$ cat config.mk
export PLATFORM = sky130hd
export DESIGN_NAME = ibex_pmc_responder
export DESIGN_NICKNAME = d
export VERILOG_FILES = /design/src/rtl/ibex_pmc_responder.sv
export SDC_FILE = /design/constraint.sdc
export NUM_CORES = 1
export LEC_CHECK = 0
export CORE_UTILIZATION = 40
export CTS_CLUSTER_SIZE = 40
export DETAILED_ROUTE_END_ITERATION = 8
export GPL_TIMING_DRIVEN = 0
export PLACE_DENSITY_LB_ADDON = 0.1
export SYNTH_ARGS = -nofsm -noshare
export SYNTH_HDL_FRONTEND = slang
export SYNTH_SLANG_ARGS = --single-unit
$ cat constraint.sdc
create_clock -name clk_i -period 3.25 [get_ports clk_i]
set_input_delay 0.975 -clock clk_i [delete_from_list [all_inputs] [get_ports clk_i]]
set_output_delay 0.975 -clock clk_i [all_outputs]
set_load 0.1 [all_outputs]
$ cat src/rtl/ibex_pmc_responder.sv
// PMC request responder: grants single core requests, owns a bank of event
// counters and returns one response per request after a fixed latency.
module ibex_pmc_responder #(
    parameter int unsigned NumCounters  = 4,
    parameter int unsigned CounterWidth = 32,
    parameter int unsigned RespLatency  = 1
) (
    input  logic                   clk_i,
    input  logic                   rst_ni,
    input  logic                   pmc_req_i,
    input  logic                   pmc_we_i,
    input  logic [3:0]             pmc_addr_i,
    input  logic [31:0]            pmc_wdata_i,
    output logic                   pmc_gnt_o,
    output logic                   pmc_rvalid_o,
    output logic [31:0]            pmc_rdata_o,
    output logic                   pmc_err_o,
    input  logic [NumCounters-1:0] event_i,
    input  logic [NumCounters-1:0] inhibit_i,
    output logic [NumCounters-1:0] overflow_o
);

    typedef enum logic [1:0] {StIdle, StGnt, StWait, StResp} state_e;

    // WAIT lasts RespLatency-1 cycles: preload with that count minus one.
    localparam logic [3:0] WaitInit = (RespLatency > 1) ? 4'(RespLatency - 2) : 4'd0;

    state_e                  state_q, state_d;
    logic [3:0]              wait_q, wait_d;
    logic                    we_q;
    logic [3:0]              addr_q;
    logic [CounterWidth-1:0] wdata_q;
    logic [31:0]             rdata_q, rdata_d;
    logic                    err_q, err_d;
    logic [CounterWidth-1:0] cnt_q [NumCounters];
    logic [NumCounters-1:0]  ovf_q;

    logic                    capture;
    logic                    addr_ok;
    logic                    wr_en;
    logic [CounterWidth-1:0] rd_cnt;

    assign capture = (state_q == StIdle) && pmc_req_i;
    assign addr_ok = ({1'b0, addr_q} < 5'(NumCounters));
    assign wr_en   = (state_q == StGnt) && we_q && addr_ok;

    // Select the addressed counter's registered value for a read.
    always_comb begin
        rd_cnt = '0;
        for (int unsigned i = 0; i < NumCounters; i++) begin
            if (addr_q == 4'(i)) begin
                rd_cnt = cnt_q[i];
            end
        end
    end

    // Next-state logic: response is captured in GNT and held through WAIT.
    always_comb begin
        state_d = state_q;
        wait_d  = wait_q;
        rdata_d = rdata_q;
        err_d   = err_q;
        unique case (state_q)
            StIdle: begin
                if (pmc_req_i) begin
                    state_d = StGnt;
                end
            end
            StGnt: begin
                err_d   = !addr_ok;
                rdata_d = (!we_q && addr_ok) ? 32'(rd_cnt) : 32'd0;
                wait_d  = WaitInit;
                state_d = (RespLatency > 1) ? StWait : StResp;
            end
            StWait: begin
                if (wait_q == 4'd0) begin
                    state_d = StResp;
                end else begin
                    wait_d = wait_q - 4'd1;
                end
            end
            StResp: begin
                state_d = StIdle;
            end
            default: begin
                state_d = StIdle;
            end
        endcase
    end

    // FSM, request latch and response registers.
    always_ff @(posedge clk_i or negedge rst_ni) begin
        if (!rst_ni) begin
            state_q <= StIdle;
            wait_q  <= 4'd0;
            we_q    <= 1'b0;
            addr_q  <= 4'd0;
            wdata_q <= '0;
            rdata_q <= 32'd0;
            err_q   <= 1'b0;
        end else begin
            state_q <= state_d;
            wait_q  <= wait_d;
            rdata_q <= rdata_d;
            err_q   <= err_d;
            if (capture) begin
                we_q    <= pmc_we_i;
                addr_q  <= pmc_addr_i;
                wdata_q <= pmc_wdata_i[CounterWidth-1:0];
            end
        end
    end

    // Counters: a write wins over a same-cycle event and suppresses overflow.
    always_ff @(posedge clk_i or negedge rst_ni) begin
        if (!rst_ni) begin
            for (int unsigned i = 0; i < NumCounters; i++) begin
                cnt_q[i] <= '0;
            end
            ovf_q <= '0;
        end else begin
            for (int unsigned i = 0; i < NumCounters; i++) begin
                if (wr_en && (addr_q == 4'(i))) begin
                    cnt_q[i] <= wdata_q;
                    ovf_q[i] <= 1'b0;
                end else if (event_i[i] && !inhibit_i[i]) begin
                    cnt_q[i] <= cnt_q[i] + CounterWidth'(1);
                    ovf_q[i] <= &cnt_q[i];
                end else begin
                    ovf_q[i] <= 1'b0;
                end
            end
        end
    end

    assign pmc_gnt_o    = (state_q == StGnt);
    assign pmc_rvalid_o = (state_q == StResp);
    assign pmc_rdata_o  = pmc_rvalid_o ? rdata_q : 32'd0;
    assign pmc_err_o    = pmc_rvalid_o && err_q;
    assign overflow_o   = ovf_q;

endmodule

# After elaboration in Yosys (flattened, before gate mapping)
# Index checks and enable logic that the tools add are counted.
[op_classes]
add_sub_neg = 5
order_cmp = 1
eq_ne = 9
n_mux = 27
reduce_logical = 33
[ops]
columns = ["cell", "count"]
rows = [
  ["$mux 32", 14],
  ["$add 32x1->32 const B", 4],
  ["$reduce_and 32->1", 4],
  ["$logic_and 1x1->1", 13],
  ["$reduce_bool 2->1", 5],
  ["$eq 4x2->1 const B", 2],
  ["$logic_not 4->1", 2],
  ["$mux 1", 8],
  ["$pmux 2 s4", 1],
  ["$pmux 4 s2", 1],
  ["$logic_not 1->1", 6],
  ["$ne 2x2->1 const B", 3],
  ["$eq 2x2->1 const B", 2],
  ["$eq 4x1->1 const B", 1],
  ["$lt 4x3->1 const B", 1],
  ["$mux 2", 2],
  ["$mux 4", 1],
  ["$reduce_and 2->1", 2],
  ["$sub 4x1->4 const B", 1],
  ["$eq 2x1->1 const B", 1],
  ["$logic_not 2->1", 1],
]
[word_totals]
reg_bits = 208
input_bits = 48
output_inout_bits = 39

# Depth between registers and ports, before layout
[depth]
ltp_word = 6
mapped_depth = 9
mapped_depth_nobuf = 7

# Worst setup path after synthesis
# OpenSTA, ideal clock, no wires.
[synth_timing]
kind = "flip-flop to output port"
start = "register state_q[0]"
end = "output port pmc_rdata_o[10]"
t_arrival_ps = 2283
required_ps = 2275
setup_slack_ps = -8
stages_incl_launch_ff = 4
n_path_buf = 1
path_cell_list = "dfrtp_1 > ha_1 > clkbuf_1 > and2_1"
[synth_via]
elab_chain_len = 2
[synth_lines]
columns = ["element", "line", "source"]
rows = [
  ["start, declared", "28", "state_e state_q, state_d;"],
  ["start signal, assigned", "94", "state_q <= StIdle;"],
  ["start signal, assigned", "102", "state_q <= state_d;"],
  ["$eq 2x2->1", "137", "assign pmc_rvalid_o = (state_q == StResp);"],
  ["net pmc_rvalid_o", "15", "output logic pmc_rvalid_o,"],
  ["$mux 32", "138", "assign pmc_rdata_o = pmc_rvalid_o ? rdata_q : 32'd0;"],
  ["end, declared", "16", "output logic [31:0] pmc_rdata_o,"],
]
# The timed path passes the listed nets, and every way through them passes these cells.

# Worst setup path after layout
[layout_timing]
start = "register state_q[1]"
end = "output port pmc_rvalid_o"
[layout_via]
elab_chain_len = 1
[layout_lines]
columns = ["element", "line"]
rows = [
  ["$eq 2x2->1", "137"],
  ["end, declared", "15"],
]
# No other way between the ends.

==> impl_metrics.env <==
export IMPL_numCtsBuffers=24
export IMPL_die_w_um=171.5
export IMPL_min_period_ps=3092
export IMPL_track_usage=0.2574
export IMPL_port_buffer_count=86
export IMPL_path_cells="ha_2, dlygate4sd2_1"
export IMPL_syn_avg_cell_area_um2=9.448
export IMPL_ant_nets=0
export IMPL_grtUsageMet3=0.03889
export IMPL_fin_setup_tns_ps=0
export IMPL_max_stage_delay_ps=880
export IMPL_clock_sinks=208
export IMPL_vias=9783
export IMPL_crit_fanout=7
export IMPL_io_pins=87
export IMPL_gr_usage_met2=0.4012
export IMPL_fp_dieH_um=171.5
export IMPL_max_slew_margin=0.2061
export IMPL_drv_cap=0
export IMPL_fmax_ghz=0.3234
export IMPL_critPathArrivalTime_ps=2120
export IMPL_cp_data_required_time_ps=2270
export IMPL_reg2reg_depth=5
export IMPL_startpoint_type="flip-flop"
export IMPL_grt_use_met1=0.3641
export IMPL_path_delay_family="buffers and inverters"
export IMPL_worstSetupPathType="reg -> out"
export IMPL_first_global_vias=9541
export IMPL_insertion_delay_ps=530
export IMPL_synth_async_reset_ratio=1.000
export IMPL_finalClockSkew_ps=20.83
export IMPL_synthFlopType="dfrtp_1"
export IMPL_finalHoldViolations=0
export IMPL_powerDensity_mw_per_mm2=977.8
export IMPL_grt_max_degree=93
export IMPL_busiest_layer="met2"
export IMPL_maxSlewViolCount=0
export IMPL_path_buf_inv=1
export IMPL_cts_tree="yes"
export IMPL_dieArea_mm2=0.02940
export IMPL_fillers=2721
export IMPL_grt_pass1_wl_mm=56.95
export IMPL_path_depth=2
export IMPL_fin_crit_sh=0.9514
export IMPL_drt_iter0_drc=1014
export IMPL_dpl_hpwl_mm=26.70
export IMPL_n_antenna_cell=0
export IMPL_fp_coreArea_mm2=0.02801
export IMPL_syn_nets=1274
export IMPL_via_per_inst=5.661
export IMPL_final_setup_viol_count=0
export IMPL_clkTransAtPathRegs_ps=60
export IMPL_fin_util=0.4854
export IMPL_htreeDepth=1
export IMPL_synth_warnings=0
export IMPL_drive_gt1_frac=0.1274
export IMPL_hold_path_class="in -> async"
export IMPL_yosysUniqueCellTypes=56
export IMPL_gp_congestion=0.8898
export IMPL_dr_pass1_iters=6
export IMPL_synthCells=1216
export IMPL_start_util=0.4101
export IMPL_placed_cells=1684
export IMPL_vdd_ir_drop_max_mv=0.4051
export IMPL_worstSetupEndpointType="output port"
export IMPL_wl_per_cell_um=21.33
export IMPL_rows=61
export IMPL_seq_area_frac_synth=0.4531
export IMPL_drc_errors=0
export IMPL_power_leakage_nw=5.283
export IMPL_rsz0062_at_grt="false"
export IMPL_max_slew_worst_pin_slew_ps=1180
export IMPL_worst_r2r_setup_slack_ps=290
export IMPL_totalWireLength_mm=36.86
export IMPL_cts_root_buf="clkbuf_16"
export IMPL_ctsLongestPathBuffers=3
export IMPL_synth_edf_count=0
export IMPL_whs_ps=300.5
export IMPL_syn2layout_area_growth_pct=18.35
export IMPL_synth_seq_cells=208
export IMPL_slowest_stage="dlygate4sd2_1"
export IMPL_overflow=0
export IMPL_syn_area_mm2=0.01149
export IMPL_stdcell_count=1728
export IMPL_nets=1390
export IMPL_outcome="finished, final reports clean"
export IMPL_antenna_found_initial=1
state kept, by name, indices dropped and copies added, names as in the netlist:
register	flops
addr_q	4
state_q	2
err_q	1
rdata_q	32
overflow_o	4
wait_q	4
wdata_q	32
cnt_q	128
we_q	1
cells in the final DEF, fill, tap and decap left out, types with 16 or more instances in the layout:
| cell | netlist | routed |
|---|---|---|
| a21o_1 | 31 | 31 |
| clkbuf_1 | 60 | 63 |
| o21ai_1 | 24 | 24 |
| and2_1 | 37 | 37 |
| o21ai_0 | 105 | 105 |
| clkbuf_16 | 0 | 25 |
| xnor2_1 | 78 | 78 |
| inv_1 | 59 | 59 |
| nor2_1 | 57 | 57 |
| nand2_1 | 140 | 140 |
| xor2_1 | 46 | 46 |
| mux2_2 | 39 | 39 |
| o22ai_1 | 31 | 31 |
| nor3_1 | 16 | 16 |
| a21oi_1 | 35 | 35 |
| buf_2 | 6 | 19 |
| buf_4 | 3 | 22 |
| nand3_1 | 35 | 35 |
| nand4_1 | 38 | 38 |
| dfrtp_1 | 208 | 208 |
| a222oi_1 | 31 | 31 |
| nor4_1 | 25 | 23 |
| clkdlybuf4s50_1 | 0 | 50 |
metal layers:
layer | vias to the layer above | routed length, um
met3 | 63 | 2383
met4 | 2 | 1122
met1 | 4865 | 16780
met2 | 320 | 16560
li1 | 4533 | -
met5 | - | 12
power breakdown:
| group | internal, mW | leakage (nW) | total [mW] | switching (mW) |
|---|---|---|---|---|
| clock network | 1.62 | 0.395 | 2.74 | 1.12 |
| logic | 2.01 | 2.45 | 5.16 | 3.15 |
| registers | 3.78 | 2.44 | 5.39 | 1.61 |
repair_timing:
action	CTS	global route
resized for setup	178	3
hold buffers	0	0
setup buffers	0	0
endpoints found under the setup margin	35	5
gates cloned	0	0
endpoints found under the hold margin	0	0
cell families after synthesis:
family / share of synthesized area
AOI/OAI and AO/OA: 0.1407
xor gates and xnor gates: 0.09453
adders and majority gates: 0.01089
buffers and inverters: 0.04607
DFF: 0.4531
muxes: 0.04345
and+or+nand+nor: 0.2113
Yosys cell counts, drive strengths merged, types with 7 or more instances:
| master | instances | area [um^2] |
|---|---|---|
| a222oi | 31 | 310.3 |
| o21ai | 130 | 654.4 |
| or4 | 8 | 78.82 |
| nand3 | 37 | 195.2 |
| buf | 15 | 82.58 |
| nor4 | 34 | 304.0 |
| clkbuf | 60 | 225.2 |
| and3 | 8 | 50.05 |
| a21o | 31 | 232.7 |
| mux2 | 39 | 439.2 |
| xnor2 | 78 | 683.2 |
| ha | 10 | 125.1 |
| a21oi | 35 | 175.2 |
| and4 | 7 | 61.31 |
| dfrtp | 208 | 5205 |
| nand4 | 41 | 284.0 |
| xor2 | 46 | 402.9 |
| nor2 | 57 | 214.0 |
| nor3 | 31 | 230.2 |
| inv | 59 | 221.5 |
| nand2 | 140 | 525.5 |
| and2 | 37 | 231.5 |
| o22ai | 31 | 193.9 |
final timing paths:
check,to,start
max in group asynchronous,wdata_q[17],rst_ni
min in group clk_i,err_q,err_q
worst min register to register,err_q,err_q
worst max register to register,rdata_q[12],addr_q[0]
worst max-delay path,pmc_rvalid_o,state_q[1]
worst min-delay path,rdata_q[3],rst_ni
metrics by stage:
step | setup WS (ps) | area, um^2 | total power [mW]
detailed placement | -407.4 | 12910 | 10.58
global route | 5.576 | 13600 | 14.08
global placement | -8267 | 12820 | 10.47
finish | 158.0 | 13600 | 13.30
floorplan | 309.3 | 11490 | 8.671
CTS | 1.231 | 13600 | 13.32
cell type report:
class / count / area, um^2 / share of cell area
buffer: 75 / 310.3 / 0.02282
inverter: 59 / 221.5 / 0.01629
clock inverter: 8 / 67.56 / 0.004969
multi-input combinational: 874 / 5769 / 0.4243
timing repair buffer: 90 / 823.3 / 0.06055
sequential: 208 / 5205 / 0.3828
tap: 378 / 473.0 / 0.03478
clock buffer: 36 / 726.9 / 0.05346
(Power assumes the default switching activity.)
